## config.mk

```make
export PLATFORM = sky130hd
export DESIGN_NAME = led_seven_segment_reader
export DESIGN_NICKNAME = d
export VERILOG_FILES = /design/src/rtl/led_seven_segment_reader_pkg.sv /design/src/rtl/led_seven_segment_decode.sv /design/src/rtl/led_seven_segment_reader.sv
export SDC_FILE = /design/constraint.sdc
export NUM_CORES = 1
export LEC_CHECK = 0
export BUFFER_PORTS_ARGS = -buffer_cell sky130_fd_sc_hd__buf_2
export CORE_MARGIN = 2
export CORE_UTILIZATION = 65
export CTS_CLUSTER_SIZE = 24
export DETAILED_ROUTE_END_ITERATION = 10
export GPL_ROUTABILITY_DRIVEN = 1
export MAX_ROUTING_LAYER = met4
export PLACE_DENSITY = 0.83
export SYNTH_ARGS = -nofsm -noshare
export SYNTH_HDL_FRONTEND = slang
export SYNTH_SLANG_ARGS = --single-unit
```

## constraint.sdc

```tcl
create_clock -name clk -period 13.6 [get_ports clk]
set_input_delay 4.08 -clock clk [delete_from_list [all_inputs] [get_ports clk]]
set_output_delay 4.08 -clock clk [all_outputs]
set_load 0.005 [all_outputs]
```

## src/rtl/led_seven_segment_reader_pkg.sv

```systemverilog
// Shared seven-segment constants: segment bit positions, the 16 hex glyphs and the blank glyph.
// Segment a..g map to bits 0..6; a set bit means the segment is lit.
package led_seven_segment_reader_pkg;

    localparam int SEG_A = 0;
    localparam int SEG_B = 1;
    localparam int SEG_C = 2;
    localparam int SEG_D = 3;
    localparam int SEG_E = 4;
    localparam int SEG_F = 5;
    localparam int SEG_G = 6;

    localparam logic [6:0] SEG_BLANK = 7'h00;

    localparam logic [6:0] SEG_HEX_0 = 7'h3F;
    localparam logic [6:0] SEG_HEX_1 = 7'h06;
    localparam logic [6:0] SEG_HEX_2 = 7'h5B;
    localparam logic [6:0] SEG_HEX_3 = 7'h4F;
    localparam logic [6:0] SEG_HEX_4 = 7'h66;
    localparam logic [6:0] SEG_HEX_5 = 7'h6D;
    localparam logic [6:0] SEG_HEX_6 = 7'h7D;
    localparam logic [6:0] SEG_HEX_7 = 7'h07;
    localparam logic [6:0] SEG_HEX_8 = 7'h7F;
    localparam logic [6:0] SEG_HEX_9 = 7'h6F;
    localparam logic [6:0] SEG_HEX_A = 7'h77;
    localparam logic [6:0] SEG_HEX_B = 7'h7C;
    localparam logic [6:0] SEG_HEX_C = 7'h39;
    localparam logic [6:0] SEG_HEX_D = 7'h5E;
    localparam logic [6:0] SEG_HEX_E = 7'h79;
    localparam logic [6:0] SEG_HEX_F = 7'h71;

endpackage

```

## src/rtl/led_seven_segment_decode.sv

```systemverilog
// Combinational seven-segment pattern to hex decoder.
// Optional macro LED_SEVEN_SEGMENT_READER_BLANK_EN: the all-dark pattern decodes as blank instead of error.
module led_seven_segment_decode
    import led_seven_segment_reader_pkg::*;
(
    input  logic [6:0] pattern_i,
    output logic [3:0] hex_o,
    output logic       error_o,
    output logic       blank_o
);

    always_comb begin
        hex_o   = 4'h0;
        error_o = 1'b0;
        blank_o = 1'b0;
        case (pattern_i)
            SEG_HEX_0: hex_o = 4'h0;
            SEG_HEX_1: hex_o = 4'h1;
            SEG_HEX_2: hex_o = 4'h2;
            SEG_HEX_3: hex_o = 4'h3;
            SEG_HEX_4: hex_o = 4'h4;
            SEG_HEX_5: hex_o = 4'h5;
            SEG_HEX_6: hex_o = 4'h6;
            SEG_HEX_7: hex_o = 4'h7;
            SEG_HEX_8: hex_o = 4'h8;
            SEG_HEX_9: hex_o = 4'h9;
            SEG_HEX_A: hex_o = 4'hA;
            SEG_HEX_B: hex_o = 4'hB;
            SEG_HEX_C: hex_o = 4'hC;
            SEG_HEX_D: hex_o = 4'hD;
            SEG_HEX_E: hex_o = 4'hE;
            SEG_HEX_F: hex_o = 4'hF;
`ifdef LED_SEVEN_SEGMENT_READER_BLANK_EN
            SEG_BLANK: blank_o = 1'b1;
`endif
            default:   error_o = 1'b1;
        endcase
    end

endmodule

```

## src/rtl/led_seven_segment_reader.sv

```systemverilog
// Debounces scanned seven-segment digits and reports each newly stable glyph through a one-deep holding register.
// Optional macro LED_SEVEN_SEGMENT_READER_BLANK_EN adds report_blank and treats 7'h00 as a valid blank digit.
module led_seven_segment_reader
    import led_seven_segment_reader_pkg::*;
#(
    parameter int NUM_DIGITS     = 4,
    parameter int STABLE_SAMPLES = 4
) (
    input  logic       clk,
    input  logic       reset,
    input  logic       sample_valid,
    input  logic [2:0] digit_index,
    input  logic [6:0] leds,
    output logic       report_valid,
    input  logic       report_ack,
    output logic [2:0] report_digit,
    output logic [3:0] report_hex,
    output logic       report_error,
    output logic       overrun
`ifdef LED_SEVEN_SEGMENT_READER_BLANK_EN
    ,
    output logic       report_blank
`endif
);

    localparam logic [3:0] STABLE  = 4'(STABLE_SAMPLES);
    localparam logic [3:0] NDIGITS = 4'(NUM_DIGITS);

    // Per-digit tracking; sized for the full 3-bit index space, only NUM_DIGITS entries are ever written.
    logic [6:0] last_pat_q [8];
    logic [3:0] cnt_q      [8];
    logic [6:0] rep_pat_q  [8];
    logic [7:0] reported_q;

    logic       report_valid_q, report_valid_d;
    logic [2:0] report_digit_q, report_digit_d;
    logic [3:0] report_hex_q,   report_hex_d;
    logic       report_error_q, report_error_d;
    logic       overrun_q,      overrun_d;

    logic       in_range;
    logic       match;
    logic       reach;
    logic       accept;
    logic [3:0] cnt_cur;
    logic [3:0] cnt_next;

    logic [3:0] dec_hex;
    logic       dec_error;
`ifdef LED_SEVEN_SEGMENT_READER_BLANK_EN
    logic       dec_blank;
    logic       report_blank_q, report_blank_d;
`else
    logic       dec_blank_unused;
`endif

    led_seven_segment_decode u_decode (
        .pattern_i (leds),
        .hex_o     (dec_hex),
        .error_o   (dec_error),
`ifdef LED_SEVEN_SEGMENT_READER_BLANK_EN
        .blank_o   (dec_blank)
`else
        .blank_o   (dec_blank_unused)
`endif
    );

    always_comb begin
        in_range = sample_valid && ({1'b0, digit_index} < NDIGITS);
        cnt_cur  = cnt_q[digit_index];
        match    = (leds == last_pat_q[digit_index]);
        if (!match) begin
            cnt_next = 4'd1;
        end else if (cnt_cur >= STABLE) begin
            cnt_next = STABLE;
        end else begin
            cnt_next = cnt_cur + 4'd1;
        end
        // Only the transition into STABLE counts; a saturated counter must not re-trigger.
        reach  = (cnt_next == STABLE) && !(match && (cnt_cur == STABLE));
        accept = in_range && reach &&
                 (!reported_q[digit_index] || (leds != rep_pat_q[digit_index]));
    end

    always_comb begin
        report_valid_d = report_valid_q;
        report_digit_d = report_digit_q;
        report_hex_d   = report_hex_q;
        report_error_d = report_error_q;
        overrun_d      = overrun_q;
`ifdef LED_SEVEN_SEGMENT_READER_BLANK_EN
        report_blank_d = report_blank_q;
`endif
        if (accept) begin
            if (!report_valid_q || report_ack) begin
                report_valid_d = 1'b1;
                report_digit_d = digit_index;
                report_hex_d   = dec_hex;
                report_error_d = dec_error;
`ifdef LED_SEVEN_SEGMENT_READER_BLANK_EN
                report_blank_d = dec_blank;
`endif
            end else begin
                overrun_d = 1'b1;
            end
        end else if (report_valid_q && report_ack) begin
            report_valid_d = 1'b0;
        end
    end

    always_ff @(posedge clk) begin
        if (reset) begin
            for (int i = 0; i < 8; i++) begin
                last_pat_q[i] <= SEG_BLANK;
                cnt_q[i]      <= 4'd0;
                rep_pat_q[i]  <= SEG_BLANK;
            end
            reported_q     <= '0;
            report_valid_q <= 1'b0;
            report_digit_q <= 3'd0;
            report_hex_q   <= 4'h0;
            report_error_q <= 1'b0;
            overrun_q      <= 1'b0;
`ifdef LED_SEVEN_SEGMENT_READER_BLANK_EN
            report_blank_q <= 1'b0;
`endif
        end else begin
            if (in_range) begin
                last_pat_q[digit_index] <= leds;
                cnt_q[digit_index]      <= cnt_next;
                if (accept) begin
                    rep_pat_q[digit_index]  <= leds;
                    reported_q[digit_index] <= 1'b1;
                end
            end
            report_valid_q <= report_valid_d;
            report_digit_q <= report_digit_d;
            report_hex_q   <= report_hex_d;
            report_error_q <= report_error_d;
            overrun_q      <= overrun_d;
`ifdef LED_SEVEN_SEGMENT_READER_BLANK_EN
            report_blank_q <= report_blank_d;
`endif
        end
    end

    assign report_valid = report_valid_q;
    assign report_digit = report_digit_q;
    assign report_hex   = report_hex_q;
    assign report_error = report_error_q;
    assign overrun      = overrun_q;
`ifdef LED_SEVEN_SEGMENT_READER_BLANK_EN
    assign report_blank = report_blank_q;
`endif

endmodule

```

==> results of run 1 <==
synthesized netlist by cell type (3+ instances only):
cell type | count | share of area
dfxtp_1 | 18 | 0.048
mux2i_1 | 33 | 0.044
o211ai_1 | 3 | 0.0030
nand2b_1 | 11 | 0.0092
o22ai_1 | 7 | 0.0059
mux4_2 | 18 | 0.054
nor3_2 | 12 | 0.016
nand3_1 | 12 | 0.0080
inv_1 | 14 | 0.0070
a21oi_1 | 9 | 0.0060
mux4_1 | 4 | 0.014
a22oi_1 | 10 | 0.010
buf_6 | 7 | 0.011
buf_2 | 6 | 0.0040
nor3_1 | 22 | 0.015
nor2b_1 | 15 | 0.013
o21bai_1 | 4 | 0.0040
mux2_2 | 5 | 0.0075
o31ai_1 | 4 | 0.0040
a22o_1 | 4 | 0.0047
xnor2_1 | 10 | 0.012
edfxtp_1 | 144 | 0.58
mux2_4 | 5 | 0.010
and3_1 | 4 | 0.0034
o21ai_0 | 3 | 0.0020
nor2_1 | 54 | 0.027
clkbuf_1 | 27 | 0.014
nand2_1 | 19 | 0.0095
sequential cells by signal, indices dropped and copies added (netlist names):
register / count
last_pat_q: 56
rep_pat_q: 56
cnt_q: 32
reported_q: 8
report_hex: 4
report_digit: 3
overrun: 1
report_error: 1
report_valid: 1
worst min-delay path by stage:
stage / end / slack (ns) / startpoint
final: report_error$_SDFFE_PP0P_ / 0.48 / report_error$_SDFFE_PP0P_
after global routing: reported_q[0]$_SDFFE_PP0P_ / 0.50 / reported_q[0]$_SDFFE_PP0P_
after CTS: reported_q[0]$_SDFFE_PP0P_ / 0.48 / reported_q[0]$_SDFFE_PP0P_
after detailed placement: reported_q[4]$_SDFFE_PP0P_ / 0.46 / reported_q[4]$_SDFFE_PP0P_
after global placement: reported_q[4]$_SDFFE_PP0P_ / 0.45 / reported_q[4]$_SDFFE_PP0P_
after floorplan: reported_q[6]$_SDFFE_PP0P_ / 0.43 / reported_q[6]$_SDFFE_PP0P_
cell type report:
type / count / area (µm²) / share of cell area
Inverter: 16 / 60.06 / 0.007160
Timing Repair Buffer: 26 / 140.1 / 0.01671
Clock inverter: 12 / 135.1 / 0.01611
Sequential cell: 162 / 4684 / 0.5585
Clock buffer: 20 / 436.7 / 0.05206
Multi-Input combinational cell: 381 / 2753 / 0.3282
Tap cell: 143 / 178.9 / 0.02133
power by group through the flow:
stage	logic [mW]	clock network, mW	registers (mW)
after floorplan	0.0727	0	0.586
after global placement	0.0874	0	0.588
after detailed placement	0.0903	0	0.590
after CTS	0.0913	0.465	0.580
after global routing	0.101	0.484	0.582
final	0.0925	0.462	0.579
cells by family after synthesis:
family                   after synthesis  share of synthesized area
AND/OR/NAND/NOR                      167                     0.1250
flip-flops                           162                     0.6272
multiplexers                          65                     0.1302
buffers and inverters                 61                    0.04188
AO/OA/AOI/OAI                         60                    0.05897
XOR/XNOR                              11                    0.01290
adder cells (fa/ha/maj)                2                   0.003350
other                                  1                  0.0005021
worst min-delay path, delay by kind of cell, from the launching register on:
kind,cells,cell delay [ns]
AND/OR/NAND/NOR,1,0.07
flip-flops,1,0.31
multiplexers,1,0.06
cells in the final DEF, fill, tap and decap left out, types with 3 or more instances in the layout:
master / netlist / layout
a21oi_1: 9 / 9
o22ai_1: 7 / 7
mux2_4: 5 / 5
xnor2_1: 10 / 10
a22oi_1: 10 / 10
dfxtp_1: 18 / 18
nand3_1: 12 / 12
inv_1: 14 / 14
o31ai_1: 4 / 4
nor2b_1: 15 / 15
buf_2: 6 / 22
mux2i_1: 33 / 33
o211ai_1: 3 / 3
edfxtp_1: 144 / 144
mux4_1: 4 / 4
o21bai_1: 4 / 4
clkbuf_1: 27 / 3
nand2b_1: 11 / 11
nor3_1: 22 / 22
nor3_2: 12 / 12
buf_4: 2 / 4
and3_1: 4 / 4
clkinv_4: 0 / 3
nor2_1: 54 / 54
clkinvlp_4: 0 / 4
conb_1: 1 / 76
nand2_1: 19 / 19
o21ai_0: 3 / 3
mux4_2: 18 / 18
clkbuf_16: 0 / 17
mux2_2: 5 / 5
a22o_1: 4 / 4
routing by layer:
layer | share of wire | GRT usage
met1 | 0.40 | 0.3535
met2 | 0.49 | 0.4114
met3 | 0.084 | 0.06178
met4 | 0.025 | 0.1045
met5 | 0 | -
stage by stage:
stage / worst slack (ns) / total power, mW
CTS: 6.043 / 1.136
global route: 5.697 / 1.167
detailed placement: 5.637 / 0.6802
finish: 5.972 / 1.134
floorplan: 6.438 / 0.6585
global placement: 5.846 / 0.6754
==> impl_metrics.py, run 1 <==
metrics = {
    "status": {
        "status": "finished clean",
    },
    "yosys": {
        "yosysSeqAreaShare": 0.6272,
        "async_reset_ff_frac": 0,
        "syn_area_per_cell_um2": 14.12,
        "postSynthCellCount": 529,
        "synth_ff_type": "edfxtp_1",
        "ys_ff_latch": 162,
        "synth_edf_count": 144,
        "ys.warnings.count": 0,
        "synth_area_mm2": 0.007468,
        "synth_cell_type_count": 59,
    },
    "clock_tree": {
        "htree_levels": 4,
        "max-clock-path-buffers": 2,
        "root_buffer": "clkbuf_16",
        "hold_buffers": 0,
        "cts_tree": "yes",
        "cts_sinks": 162,
        "path_clk_slew_ns": 0.06,
        "post_cts_buffers": 0,
        "insertion_delay_ns": 0.42,
        "numCtsBuffers": 17,
        "cts-resized-gates": 0,
    },
    "power": {
        "netSwitchingPower_mw": 0.2573,
        "p_per_area_mw_per_mm2": 135.2,
        "seq_power_share": 0.511,
        "sw_frac_of_total": 0.2268,
        "internal_power_mw": 0.8771,
        "clock_power_share": 0.408,
        "power_frac_comb": 0.082,
        "irDropWorstVdd_v": 0.00008671,
        "p_leak_nw": 3.123,
    },
    "placed_design": {
        "dpl.cell_count": 728,
        "hpwlAfterDp_mm": 9.277,
        "place_congestion": 0.8294,
        "portBuffers": 23,
        "placed_area_mm2": 0.007816,
    },
    "cells_and_area": {
        "area_growth_pct": 12.31,
        "fill_cells": 677,
        "finish.utilization": 0.7409,
        "drive_gt1_frac": 0.1686,
        "diodes": 0,
        "layoutNonFillerInstCount": 760,
        "final_area_mm2": 0.008388,
        "nNetsFinal": 620,
    },
    "run": {
        "cap_violations": 0,
    },
    "sta": {
        "max-slew-margin-rel": 0.4287,
        "period_minus_slack_ns": 7.628,
        "finalCritPeriodShare": 0.5609,
        "max_freq_mhz": 131.1,
        "fin_tns_setup_ns": 0,
        "finalSetupViolCount": 0,
        "holdWs_ns": 0.4813,
        "rsz0062_at_grt": "no",
        "worst_pin_slew_ns": 0.8570,
        "finalClockSkew_ns": 0.009949,
        "drv_slew": 0,
        "hold_viol_final": 0,
    },
    "critical_path": {
        "crit_start": "digit_index[0]",
        "endpoint": "rep_pat_q[2][1]$_SDFFCE_PN0P_",
        "slowest_delay_ns": 0.75,
        "cp-start-kind": "primary input",
        "r2r-start": "last_pat_q[2][3]$_SDFFCE_PN0P_",
        "cp_cell_sequence": "buf_2, buf_4, nor2b_1, a22oi_1, a21oi_1, o221ai_1, nor4b_4, nand4_2, o21bai_1",
        "timing.rr.end": "rep_pat_q[2][1]$_SDFFCE_PN0P_",
        "cp_num_buf_inv": 2,
        "required_ns": 13.64,
        "crit_path_max_fanout": 39,
        "critPathSlowestCell": "o21bai_1",
        "crit_type": "in -> reg",
        "crit_arrival_ns": 7.67,
        "r2r_cells": 7,
        "ff2ff_setup_slack_ns": 10.15,
        "critPathTopFamily": "simple AND/OR/NAND/NOR gates",
        "cp.depth": 9,
        "end_kind": "register",
    },
    "floorplan": {
        "die_h_um": 111.2,
        "coreArea_mm2": 0.01132,
        "die_w_um": 111.2,
        "rows": 39,
        "start_util": 0.6597,
        "design.die.area_mm2": 0.01236,
        "io_pins": 24,
    },
    "route": {
        "drc": 0,
        "postRouteAntennaNets": 0,
        "via_per_inst": 6.053,
        "wl_mm": 15.09,
        "drt_iter0_markers": 658,
        "vias": 4600,
        "dr.pass1.iters": 5,
        "wire_per_inst_um": 19.85,
    },
    "global_route": {
        "grt_pass1_wl_mm": 24.63,
        "grt-ovfl-total": 0,
        "grt_pass1_vias": 4652,
        "grt.total_usage": 0.2679,
        "antenna_found_initial": 0,
        "grt_max_degree": 72,
    },
    "worst_hold_path": {
        "hp-class": "reg -> reg",
        "whs_path_depth": 2,
    },
}
No activity file was read; power rests on OpenSTA's default activity.
==> run 2, diff against run 1 <==
CORE_UTILIZATION = 62   (was 65)
PLACE_DENSITY = 0.8   (was 0.83)
clock period = 7.1 ns   (was 13.6 ns; I/O delays follow)
==> impl_metrics.py, run 2 (synthesis gave the netlist of run 1 again) <==
metrics = {
    "power": {
        "p_leak_nw": 3.172,
        "p_per_area_mw_per_mm2": 266.4,
        "irDropWorstVdd_v": 0.0002035,
    },
    "floorplan": {
        "io_pins": 24,
        "coreArea_mm2": 0.01186,
        "design.die.area_mm2": 0.01294,
        "die_w_um": 113.8,
        "die_h_um": 113.8,
        "rows": 40,
        "start_util": 0.6296,
    },
    "critical_path": {
        "cp-start-kind": "primary input",
        "cp_num_buf_inv": 1,
        "crit_arrival_ns": 5.70,
        "required_ns": 7.15,
        "critPathSlowestCell": "o21bai_1",
        "slowest_delay_ns": 0.69,
        "critPathTopFamily": "simple AND/OR/NAND/NOR gates",
        "end_kind": "register",
        "cp_cell_sequence": "buf_2, nor2b_1, a22oi_1, a21oi_1, o221ai_1, nor4b_4, nand4_2, o21bai_1",
        "crit_path_max_fanout": 26,
        "crit_type": "in -> reg",
    },
    "sta": {
        "hold_viol_final": 0,
        "finalClockSkew_ns": 0.009240,
        "finalCritPeriodShare": 0.7955,
        "fin_tns_setup_ns": 0,
        "finalSetupViolCount": 0,
        "holdWs_ns": 0.4740,
        "drv_slew": 0,
        "rsz0062_at_grt": "no",
        "worst_pin_slew_ns": 0.7884,
        "max-slew-margin-rel": 0.4744,
        "max_freq_mhz": 177.0,
        "period_minus_slack_ns": 5.648,
    },
    "route": {
        "wire_per_inst_um": 20.61,
        "wl_mm": 15.76,
        "vias": 4634,
        "via_per_inst": 6.058,
        "postRouteAntennaNets": 0,
        "dr.pass1.iters": 5,
        "drt_iter0_markers": 616,
        "drc": 0,
    },
    "global_route": {
        "grt_use_met3": 0.06642,
        "grt_max_degree": 65,
        "met2_usage": 0.4188,
        "grt_pass1_vias": 4744,
        "antenna_found_initial": 0,
        "use_met1": 0.3340,
        "grt_pass1_wl_mm": 25.05,
        "grt-busiest-layer": "met2",
        "grt-ovfl-total": 0,
        "grt.total_usage": 0.2726,
    },
    "cells_and_area": {
        "nNetsFinal": 622,
        "layout_commonest_cell": "edfxtp_1",
        "drive_gt1_frac": 0.1650,
        "area_growth_pct": 13.40,
        "layout_common_cells": "edfxtp_1 (144), conb_1 (76), nor2_1 (54)",
        "diodes": 0,
        "top_regs": "last_pat_q (56), rep_pat_q (56), cnt_q (32)",
    },
    "clock_tree": {
        "root_buffer": "clkbuf_16",
        "cts_sinks": 162,
        "cts_tree": "yes",
        "path_clk_slew_ns": 0.06,
        "max-clock-path-buffers": 2,
        "insertion_delay_ns": 0.43,
        "numCtsBuffers": 17,
        "hold_buffers": 0,
        "htree_levels": 4,
        "cts-resized-gates": 0,
        "post_cts_buffers": 0,
    },
    "status": {
        "status": "finished clean",
    },
    "placed_design": {
        "place_congestion": 0.9099,
        "hpwlAfterDp_mm": 9.898,
        "portBuffers": 23,
    },
    "worst_hold_path": {
        "hp-class": "reg -> reg",
    },
    "run": {
        "cap_violations": 0,
    },
}
==> run 2: worst paths after layout <==
kind	cells past startpoint	startpoint	slack (ns)	to
min	2	reported_q[0]$_SDFFE_PP0P_	0.47	reported_q[0]$_SDFFE_PP0P_
min reg2reg	2	reported_q[0]$_SDFFE_PP0P_	0.47	reported_q[0]$_SDFFE_PP0P_
max	8	digit_index[0]	1.45	rep_pat_q[0][4]$_SDFFCE_PN0P_
max reg2reg	7	last_pat_q[4][3]$_SDFFCE_PN0P_	3.55	rep_pat_q[0][4]$_SDFFCE_PN0P_
==> run 2: power breakdown <==
group          internal, mW  switching, mW
sequential             1.10         0.0152
combinational        0.0676          0.116
clock                 0.615          0.347
total                  1.78          0.478
==> run 2: final cells by class <==
cell class	instances	area (µm²)
fill	770	3392
sequential	162	4684
clock buffer	18	429.2
inverter	16	60.06
clock inverter	13	191.4
tap	147	183.9
timing repair buffer	28	167.7
multi-input combinational	381	2753
==> run 2: per-layer routing <==
layer,vias to the layer above,wire length (µm)
met3,54,1408
met5,-,0
met4,0,659
met2,260,7782
li1,2069,-
met1,2251,5914
==> run 2: tightest hold or removal path, cell delays in order, from the launching register on <==
cell and delay (ns):
dfxtp_1 0.31, inv_1 0.05, o22ai_1 0.07
==> run 2: through the flow <==
stage | setup WS, ns | instance area (µm²) | total power, mW | cells | utilization
global route | 1.201 | 8469 | 2.324 | 765 | 0.7140
floorplan | 1.888 | 7750 | 1.261 | 604 | -
detailed placement | 1.160 | 7849 | 1.307 | 734 | 0.6617
global placement | 1.293 | 7849 | 1.298 | 734 | 0.6617
finish | 1.452 | 8469 | 2.256 | 765 | 0.7140
CTS | 1.493 | 8469 | 2.265 | 765 | 0.7140
==> run 3, diff against run 2 <==
clock period = 5.7 ns   (was 7.1 ns; I/O delays follow)
==> impl_metrics.py, run 3 (synthesis gave the netlist of run 1 again) <==
metrics = {
    "power": {
        "internal_power_mw": 2.047,
        "power_frac_comb": 0.086,
        "irDropWorstVdd_v": 0.0002453,
        "netSwitchingPower_mw": 0.6096,
        "p_leak_nw": 3.176,
        "sw_frac_of_total": 0.2294,
        "seq_power_share": 0.520,
        "clock_power_share": 0.394,
        "p_per_area_mw_per_mm2": 313.8,
    },
    "sta": {
        "rsz0062_at_grt": "no",
        "finalClockSkew_ns": 0.009432,
        "setup_slack_ns": 0.9141,
        "period_minus_slack_ns": 4.786,
        "fin_tns_setup_ns": 0,
        "finalCritPeriodShare": 0.8396,
        "finalSetupViolCount": 0,
        "drv_slew": 0,
        "max-slew-margin-rel": 0.4545,
        "hold_viol_final": 0,
        "worst_pin_slew_ns": 0.8182,
        "max_freq_mhz": 208.9,
    },
    "critical_path": {
        "cp_cell_sequence": "buf_2, mux2_2, a221o_1, a22o_1, inv_1, ha_1, inv_1, a311o_1, and3_1, nand4_2, o21bai_1",
        "ff2ff_setup_slack_ns": 2.33,
        "slowest_delay_ns": 0.68,
        "path_common_cell": "inv_1",
        "critPathSlowestCell": "o21bai_1",
        "r2r_cells": 10,
        "r2r-start": "cnt_q[0][0]$_SDFFCE_PN0P_",
        "required_ns": 5.76,
        "end_kind": "register",
        "crit_path_max_fanout": 16,
        "crit_arrival_ns": 4.84,
        "timing.rr.end": "rep_pat_q[2][1]$_SDFFCE_PN0P_",
        "cp-start-kind": "primary input",
        "crit_type": "in -> reg",
    },
    "route": {
        "via_per_inst": 5.887,
        "wire_per_inst_um": 19.47,
        "wl_mm": 15.11,
        "postRouteAntennaNets": 0,
        "drc": 0,
        "drt_iter0_markers": 583,
        "dr.pass1.iters": 5,
        "vias": 4568,
    },
    "placed_design": {
        "portBuffers": 23,
        "pre_cts_slack_ns": 0.4938,
        "dpl.cell_count": 744,
        "hpwlAfterDp_mm": 9.795,
        "place_congestion": 0.8854,
    },
    "status": {
        "status": "finished clean",
    },
    "worst_hold_path": {
        "whs_path_depth": 1,
        "whs_endpoint": "reported_q[7]$_SDFFE_PP0P_",
        "hp-class": "reg -> reg",
        "hold_start": "reported_q[7]$_SDFFE_PP0P_",
    },
    "cells_and_area": {
        "top_regs": "last_pat_q (56), rep_pat_q (56), cnt_q (32)",
        "layout_common_cells": "edfxtp_1 (144), conb_1 (76), nor2_1 (54)",
        "layoutNonFillerInstCount": 776,
        "diodes": 0,
        "area_growth_pct": 13.37,
        "seq_area_mm2": 0.004684,
        "multi_input_area_mm2": 0.002753,
        "drive_gt1_frac": 0.1844,
        "nNetsFinal": 632,
        "fill_cells": 764,
        "layout_commonest_cell": "edfxtp_1",
    },
    "floorplan": {
        "rows": 40,
        "die_h_um": 113.8,
        "design.die.area_mm2": 0.01294,
        "io_pins": 24,
        "die_w_um": 113.8,
        "coreArea_mm2": 0.01186,
        "start_util": 0.6296,
    },
    "clock_tree": {
        "max-clock-path-buffers": 2,
        "path_clk_slew_ns": 0.06,
        "hold_buffers": 0,
        "cts_tree": "yes",
        "insertion_delay_ns": 0.43,
        "numCtsBuffers": 17,
        "cts-resized-gates": 0,
        "htree_levels": 4,
        "cts_sinks": 162,
        "post_cts_buffers": 0,
        "root_buffer": "clkbuf_16",
    },
    "global_route": {
        "grt_pass1_vias": 4548,
        "antenna_found_initial": 0,
        "grt-ovfl-total": 0,
        "grt.total_usage": 0.2612,
        "grt_max_degree": 72,
        "grt_pass1_wl_mm": 24.22,
    },
    "run": {
        "cap_violations": 0,
    },
}
==> run 3: changes by cell type in the layout (fill, tap and decap cells not counted), sizes merged <==
cell      before  now
buf           28   38
bufinv         5    1
clkinvlp       0    4
inv           14   16
clkinv        10    9
==> run 3: worst max path at each step <==
stage,from,cells past startpoint,endpoint
2_1_floorplan,digit_index[1],12,rep_pat_q[0][0]$_SDFFCE_PN0P_
3_3_place_gp,digit_index[0],11,rep_pat_q[2][4]$_SDFFCE_PN0P_
3_5_place_dp,digit_index[0],11,rep_pat_q[2][2]$_SDFFCE_PN0P_
4_1_cts,digit_index[0],11,rep_pat_q[2][0]$_SDFFCE_PN0P_
5_1_grt,digit_index[0],11,rep_pat_q[3][1]$_SDFFCE_PN0P_
6_report,digit_index[0],11,rep_pat_q[2][1]$_SDFFCE_PN0P_
==> run 3: power by group through the flow <==
stage               Clock, mW  Sequential (mW)  Combinational, mW
global placement            0             1.40              0.219
detailed placement          0             1.41              0.224
finish                   1.05             1.38              0.228
CTS                      1.06             1.38              0.225
floorplan                   0             1.40              0.173
global route             1.11             1.39              0.248
==> run 3: final cells by class <==
cell class / instances / share of cell area
multi-input cells: 381 / 0.3251
inverters: 16 / 0.007093
clock buffers: 18 / 0.05069
clock inverters: 14 / 0.01345
flip-flops and latches: 162 / 0.5533
repair buffers: 38 / 0.02867
well taps: 147 / 0.02172
==> run 3: critical path, delay by kind of cell <==
family / cells / cell delay [ns]
buffers and inverters: 3 / 0.50
adders and majority gates: 1 / 0.24
muxes: 1 / 0.40
and+or+nand+nor: 2 / 0.52
AOI/OAI and AO/OA: 4 / 1.46
==> run 3: through the flow <==
step	instance area [µm²]	utilization	hold slack, ns	power [mW]
after floorplan	7750	-	0.4324	1.571
after global placement	7924	0.6680	0.4494	1.621
after detailed placement	7924	0.6680	0.4573	1.631
after CTS	8467	0.7138	0.4662	2.669
after global routing	8467	0.7138	0.4849	2.750
final	8467	0.7138	0.4683	2.657
==> run 3: metal layers <==
layer / up-vias / share of wire / global-route usage
li1: 2092 / - / -
met1: 2233 / 0.42 / 0.3538
met2: 219 / 0.49 / 0.3892
met3: 24 / 0.082 / 0.06217
met4: 0 / 0.014 / 0.1016
met5: - / 0 / -
